--- config.mk ---
export PLATFORM = sky130hd
export DESIGN_NAME = reset_pulse_seq
export DESIGN_NICKNAME = d
export VERILOG_FILES = /design/src/rtl/reset_pulse_seq.sv
export SDC_FILE = /design/constraint.sdc
export NUM_CORES = 1
export LEC_CHECK = 0
export BUFFER_PORTS_ARGS = -buffer_cell sky130_fd_sc_hd__buf_2
export CELL_PAD_IN_SITES_DETAIL_PLACEMENT = 0
export CELL_PAD_IN_SITES_GLOBAL_PLACEMENT = 1
export CORE_MARGIN = 2
export CORE_UTILIZATION = 33
export CTS_CLUSTER_SIZE = 16
export DETAILED_ROUTE_END_ITERATION = 10
export GPL_TIMING_DRIVEN = 0
export PLACE_DENSITY = 0.66
export RECOVER_POWER = 50
export SKIP_LAST_GASP = 1
export SYNTH_ARGS = -nofsm -noshare
export SYNTH_HDL_FRONTEND = slang
export SYNTH_SLANG_ARGS = --single-unit
export TNS_END_PERCENT = 20
--- constraint.sdc ---
create_clock -name clk -period 2.2 [get_ports clk]
set_clock_uncertainty 0.15 [all_clocks]
set_input_delay 0.22 -clock clk [delete_from_list [all_inputs] [get_ports clk]]
set_output_delay 0.22 -clock clk [all_outputs]
set_load 0.01 [all_outputs]
--- src/rtl/reset_pulse_seq.sv ---
// Staggered reset-release pulse sequencer: NUM_CH active-high pulses, channel i high for
// PULSE_CYCLES + i*STAGGER cycles. Define RSTSEQ_RETRIGGER_EN to let soft_rst_req restart a running sequence.
module reset_pulse_seq #(
  parameter int NUM_CH       = 3,
  parameter int PULSE_CYCLES = 2,
  parameter int STAGGER      = 1
) (
  input  logic              clk,
  input  logic              irstn,
  input  logic              soft_rst_req,
  output logic [NUM_CH-1:0] oreset,
  output logic              busy,
  output logic              done
);

  localparam int LMAX = PULSE_CYCLES + (NUM_CH - 1) * STAGGER;
  localparam int CW   = $clog2(LMAX + 1);
  localparam logic [CW-1:0] LMAX_C = CW'(LMAX);

  if (NUM_CH < 1 || PULSE_CYCLES < 1) begin : g_bad_param
    $error("reset_pulse_seq: NUM_CH and PULSE_CYCLES must both be >= 1");
  end

  typedef enum logic [1:0] {
    ST_RST   = 2'd0,
    ST_PULSE = 2'd1,
    ST_DONE  = 2'd2
  } state_t;

  state_t            state_q, state_d;
  logic [CW-1:0]     cnt_q, cnt_d;
  logic [NUM_CH-1:0] oreset_q, oreset_d;
  logic              busy_q, busy_d;
  logic              done_q, done_d;
  logic              start;

  always_comb begin
    state_d  = state_q;
    cnt_d    = cnt_q;
    oreset_d = oreset_q;
    busy_d   = busy_q;
    done_d   = done_q;
    start    = 1'b0;
    unique case (state_q)
      ST_RST: start = 1'b1;
      ST_PULSE: begin
`ifdef RSTSEQ_RETRIGGER_EN
        start = soft_rst_req;
`else
        start = 1'b0;
`endif
        if (!start) begin
          // cnt is held at LMAX on the final edge so it can never wrap in DONE
          if (cnt_q == LMAX_C) begin
            state_d  = ST_DONE;
            oreset_d = '0;
            busy_d   = 1'b0;
            done_d   = 1'b1;
          end else begin
            cnt_d = cnt_q + CW'(1);
            for (int i = 0; i < NUM_CH; i++) begin
              oreset_d[i] = (cnt_q < CW'(PULSE_CYCLES + i * STAGGER));
            end
          end
        end
      end
      ST_DONE: start = soft_rst_req;
      default: state_d = ST_RST;
    endcase
    if (start) begin
      state_d  = ST_PULSE;
      cnt_d    = CW'(1);
      oreset_d = '1;
      busy_d   = 1'b1;
      done_d   = 1'b0;
    end
  end

  always_ff @(posedge clk) begin
    if (!irstn) begin
      state_q  <= ST_RST;
      cnt_q    <= '0;
      oreset_q <= '0;
      busy_q   <= 1'b0;
      done_q   <= 1'b0;
    end else begin
      state_q  <= state_d;
      cnt_q    <= cnt_d;
      oreset_q <= oreset_d;
      busy_q   <= busy_d;
      done_q   <= done_d;
    end
  end

  assign oreset = oreset_q;
  assign busy   = busy_q;
  assign done   = done_q;

endmodule

==> metrics.yaml, run 1 <==
synth:
  syn_area_um2: 435
  ys_types: 22
  yosysSeqAreaShare_pct: 46.0
  synth_warnings: 0
  synth_area_leaders: "dfxtp_1, a21oi_1, o221a_2"
  synth_edf_count: 0
  synth.largest_area_cell: "dfxtp_1"
  synth_async_sr_flop_share_pct: 0
  syn_area_per_cell_um2: 9.26
  netlist_instances: 47
  yosys_most_used_dff: "dfxtp_1"
  yosysMostFrequentCell: "dfxtp_1"
  yosys-top-cells-count: "dfxtp_1, a21oi_1, nor2_1"
  synth_nets: 51
  synth_top_area_share_pct: 46.0
  synth_seq_cells: 10
outcome:
  status: "finished, final reports clean"
routing:
  ant_nets: 0
  vias: 365
  viasPerCell: 5.00
  drc: 0
  drt_first_pass_iters: 2
  wl_um: 815
  wl_per_cell_um: 11.2
  drtIter0Drc: 2
place:
  globalplace.congestion: 0.688
  post_dp_cell_area_um2: 489
  dp_hpwl_um: 580
  pre_cts_ws_ps: 800
  numPortBuffers: 7
die:
  io_pins: 8
  die_h_um: 40.3
  rows: 13
  fp.dieW_um: 40.3
  start_util_pct: 34.3
  fp.coreArea_um2: 1270
  dieArea_um2: 1630
timing:
  fin_crit_sh_pct: 63.0
  slew_violations: 0
  setup_viol: 0
  finalHoldViolCount: 0
  maxClockFrequency_mhz: 721
  finalSetupTns_ps: 0
  setup_slack_ps: 813
  fin_crit_ps: 1390
  slew_headroom_pct: 68.0
  worstMarginPinSlew_ps: 474
  rsz0062_at_grt: "false"
  timing.hold.ws_ps: 85.7
clock_tree:
  cts_resized: 0
  clockBufferDepth: 2
  ctsHoldBuffers: 0
  cts_max_level: 1
  cts_tree: "yes"
  cts.sinks: 10
  cts_buffers: 3
  cts-root-buf: "clkbuf_4"
  clk_latency_ps: 270
  clk_pin_slew_ps: 70
  post_cts_buffers: 0
layout:
  fin_area_um2: 519
  drive_gt1_share_pct: 17.2
  multi_input_area_um2: 220
  area_growth_syn_to_layout_pct: 19.3
  fillerInstances: 136
  seqCellArea_um2: 200
  antenna_cells: 0
  fin_nets: 63
global_routing:
  grt_max_degree: 10
  grt_pass1_vias: 297
  grt_pass1_wl_mm: 1.28
  grt_usage_pct: 13.0
  gr-total-overflow: 0
  antenna_found_initial: 0
power:
  p_sw_w: 0.0000915
  power.share.switching_pct: 23.1
  p_per_area_nw_per_um2: 762
  pwr-share-seq_pct: 49.5
  p_int_w: 0.000304
  p_comb_share_pct: 7.8
  p_leak_nw: 0.201
  p_clk_share_pct: 42.6
  ir_worst_vdd_uv: 353
critical_path:
  arrival_ps: 1380
  reg2regPathDepth: 3
  max_stage_delay_ps: 390
  cp_slowest_cell: "o21ai_0"
  cp.required_ps: 2190
  critPathLaunch: "state_q[1]"
  timing.rr.start: "state_q[1]"
  critical_path_class: "flip-flop to flip-flop"
  startpoint_type: "flip-flop"
  r2r_setup_slack_ps: 810
  crit_path_cell_trace: "and2b_2, o21ai_0, nor3_1"
  r2r-end: "cnt_q[1]"
  cp-endpoint: "cnt_q[1]"
  cp_max_fo: 8
  end_kind: "flip-flop"
hold_path:
  hold-path-cell-count: 2
  hp-class: "primary input to flip-flop"
job:
  maxCapViolCount: 0
==> cells in the final DEF, fill, tap and decap left out, types with 2 or more instances in the layout <==
cell	n
dfxtp_1	10
o221a_2	2
nand2_1	2
nor2b_1	2
clkbuf_4	3
nor3_1	2
clkbuf_1	6
o211a_1	2
buf_2	2
nor2_1	4
o21a_1	2
a21oi_1	5
inv_1	2
nand2b_1	3
==> critical path, delay by kind of cell, from the launching register on <==
kind	cells	cell delay [ps]
AND/OR/NAND/NOR	2	340
flip-flops	1	380
AO/OA/AOI/OAI	1	390
==> power groups by stage <==
stage | clock, W | sequential [W] | combinational, W
2_1_floorplan | 0 | 0.000201 | 0.0000192
3_3_place_gp | 0 | 0.000200 | 0.0000325
6_report | 0.000169 | 0.000196 | 0.0000310
4_1_cts | 0.000174 | 0.000196 | 0.0000327
5_1_grt | 0.000183 | 0.000197 | 0.0000347
3_5_place_dp | 0 | 0.000200 | 0.0000324
==> metrics by stage <==
stage,utilization [%],power [W],std cells
2_1_floorplan,-,0.000220,47
3_3_place_gp,38.6,0.000232,69
3_5_place_dp,38.6,0.000232,69
4_1_cts,41.4,0.000403,73
5_1_grt,40.9,0.000414,73
6_report,40.9,0.000396,73
==> flip-flops by register name (all words and copies together) (netlist names) <==
register,flops
busy,1
done,1
oreset,3
state_q,2
cnt_q,3
==> area by class of cell <==
class / instances / share of cell area, %
inverters: 3 / 2.17
multi-input cells: 33 / 42.4
repair buffers: 7 / 5.54
plain buffers: 1 / 0.723
well taps: 15 / 3.61
flip-flops and latches: 10 / 38.6
clock buffers: 4 / 6.99
==> cells by family after synthesis <==
family                     synth area share, %
buffers and inverters                     3.45
AOI/OAI and AO/OA                         25.6
and+or+nand+nor                           22.1
DFF                                       46.0
adders and majority gates                 2.87
==> worst min-delay path by stage <==
stage	from	endpoint	slack, ps
finish	irstn	oreset[1]	90
global route	irstn	oreset[1]	80
CTS	irstn	oreset[1]	80
detailed placement	done	done	290
global placement	done	done	280
floorplan	irstn	state_q[0]	190
==> layer usage <==
metal	global-route usage (%)	vias up	routed length [um]	part of all wire, %
met2	17.5	6	342	42
met4	12.5	0	25	3.1
met5	0	-	0	0
li1	-	193	-	-
met3	5.00	4	34	4.2
met1	15.4	162	412	51
Power figures use the tool's default switching activity.
==> inputs of run 2 (changes only) <==
- PLACE_DENSITY: 0.66 -> 0.68
- clock period: 2.2 -> 1.2 ns (I/O delays scaled with it)
==> metrics.yaml, run 2 (synthesized netlist as in run 1, its figures left out) <==
outcome:
  status: "finished, final reports clean"  # unchanged
critical_path:
  critical_path_class: "flip-flop to flip-flop"  # unchanged
  cp.required_ps: 1220  # was 2190 ps
  cp_max_fo: 7  # was 8
  r2r-end: "oreset[1]"  # was cnt_q[1]
  r2r_setup_slack_ps: 50  # was 810 ps
  end_kind: "flip-flop"  # unchanged
  timing.rr.start: "state_q[1]"  # unchanged
  reg2regPathDepth: 3  # unchanged
  arrival_ps: 1180  # was 1380 ps
  startpoint_type: "flip-flop"  # unchanged
clock_tree:
  cts_buffers: 3  # unchanged
  clockBufferDepth: 2  # unchanged
  cts_tree: "yes"  # unchanged
  clk_latency_ps: 270  # about the same
  clk_pin_slew_ps: 70  # about the same
  cts_max_level: 1  # unchanged
  cts-root-buf: "clkbuf_4"  # unchanged
  cts.sinks: 10  # unchanged
die:
  dieArea_um2: 1630  # unchanged
  fp.coreArea_um2: 1270  # unchanged
  io_pins: 8  # unchanged
  start_util_pct: 34.3  # unchanged
  rows: 13  # unchanged
  die_h_um: 40.3  # unchanged
  fp.dieW_um: 40.3  # unchanged
timing:
  worstMarginPinSlew_ps: 226  # was 474 ps
  slew_headroom_pct: 84.8  # was 68.0%
  finalHoldViolCount: 0  # unchanged
  fin_crit_ps: 1150  # was 1390 ps
  finalSetupTns_ps: 0  # unchanged
  fin_crit_sh_pct: 96.1  # was 63.0%
  maxClockFrequency_mhz: 867  # was 721 MHz
  setup_viol: 0  # unchanged
  slew_violations: 0  # unchanged
routing:
  drc: 0  # unchanged
  wl_um: 889  # was 815 um
  drt_first_pass_iters: 4  # was 2
  viasPerCell: 4.92  # was 5.00
  drtIter0Drc: 7  # was 2
  wl_per_cell_um: 11.9  # was 11.2 um
  ant_nets: 0  # unchanged
  vias: 369  # was 365
global_routing:
  gr-total-overflow: 0  # unchanged
  grt_pass1_vias: 288  # was 297
  grt_pass1_wl_mm: 1.27  # was 1.28 mm
  grt_usage_pct: 12.3  # was 13.0%
  antenna_found_initial: 0  # unchanged
  grt_max_degree: 10  # unchanged
layout:
  fin_util_pct: 44.7  # was 40.9%
  fin_nets: 65  # was 63
  mostFrequentLayoutCells: "dfxtp_1, a21oi_1, clkbuf_1, nor2_1, clkbuf_4"  # was dfxtp_1, clkbuf_1, a21oi_1, nor2_1
  final_common_cell: "dfxtp_1"  # unchanged
  area_growth_syn_to_layout_pct: 30.2  # was 19.3%
  drive_gt1_share_pct: 33.3  # was 17.2%
  antenna_cells: 0  # unchanged
power:
  p_comb_share_pct: 9.2  # was 7.8%
  p_sw_w: 0.000171  # was 0.0000915 W
  ir_worst_vdd_uv: 644  # was 353 uV
  p_leak_nw: 0.219  # was 0.201 nW
  power.share.switching_pct: 23.3  # was 23.1%
  p_int_w: 0.000562  # was 0.000304 W
  p_per_area_nw_per_um2: 1290  # was 762 nW/um^2
  p_clk_share_pct: 42.0  # was 42.6%
  pwr-share-seq_pct: 48.8  # was 49.5%
place:
  numPortBuffers: 7  # unchanged
  dp_hpwl_um: 593  # was 580 um
  globalplace.congestion: 0.707  # was 0.688
hold_path:
  hold_end: "state_q[0]"  # was oreset[1]
  hold_start: "soft_rst_req"  # was irstn
  hp-class: "primary input to flip-flop"  # unchanged
  hold-path-cell-count: 3  # was 2
job:
  maxCapViolCount: 0  # unchanged
==> run 2: cell types whose count changed in the layout (fill, tap and decap cells not counted), moves of 2 or more <==
cell     before  now
dfxtp_4       0    2
dfxtp_1      10    6
dfxtp_2       0    2
buf_4         0    2
==> run 2: repair_timing <==
item	in CTS	in global routing
gates resized for setup	3	7
endpoints found under the hold margin	4	0
endpoints found under the setup margin	9	6
setup buffers	0	2
hold buffers	1	0
pin swaps	0	1
==> run 2: routing by layer <==
| layer | global-route usage, % | wire length, um |
|---|---|---|
| met3 | 5.00 | 30 |
| met2 | 15.1 | 376 |
| met4 | 7.50 | 24 |
| met5 | 0 | 0 |
| met1 | 17.3 | 459 |
==> run 2: final cells by class <==
cell class | count | area (um^2)
multi-input combinational | 33 | 236
inverter | 3 | 11.3
clock buffer | 4 | 36.3
sequential | 10 | 210
timing repair buffer | 10 | 53.8
tap | 15 | 18.8
fill | 134 | 702
==> run 2: critical path, cell delays in order, from the launching register on <==
cell	delay, ps
dfxtp_4	380
inv_2	40
o32a_1	330
o21a_1	160
==> run 2: how the worst max path moves through the flow <==
stage | endpoint | startpoint | slack (ps)
2_1_floorplan | oreset[1] | state_q[0] | 20
3_3_place_gp | cnt_q[1] | state_q[1] | -130
3_5_place_dp | cnt_q[2] | state_q[1] | -120
4_1_cts | cnt_q[1] | state_q[1] | -3
5_1_grt | cnt_q[1] | cnt_q[1] | -10
6_report | oreset[1] | state_q[1] | 50
==> run 2: stage by stage <==
step	setup slack (ps)	instance area, um^2	hold WS, ps	std cells	total power [W]
finish	46.5	567	149	75	0.000733
global route	-9.94	567	160	75	0.000779
CTS	-2.92	537	141	73	0.000739
detailed placement	-123	490	276	69	0.000427
global placement	-129	490	272	69	0.000427
floorplan	17.8	437	87.5	47	0.000404
==> run 2: power by group through the flow <==
stage | logic [W] | clock network [W] | registers, W
global placement | 0.0000599 | 0 | 0.000367
detailed placement | 0.0000600 | 0 | 0.000367
global route | 0.0000740 | 0.000345 | 0.000360
finish | 0.0000672 | 0.000308 | 0.000358
floorplan | 0.0000351 | 0 | 0.000369
CTS | 0.0000629 | 0.000317 | 0.000360
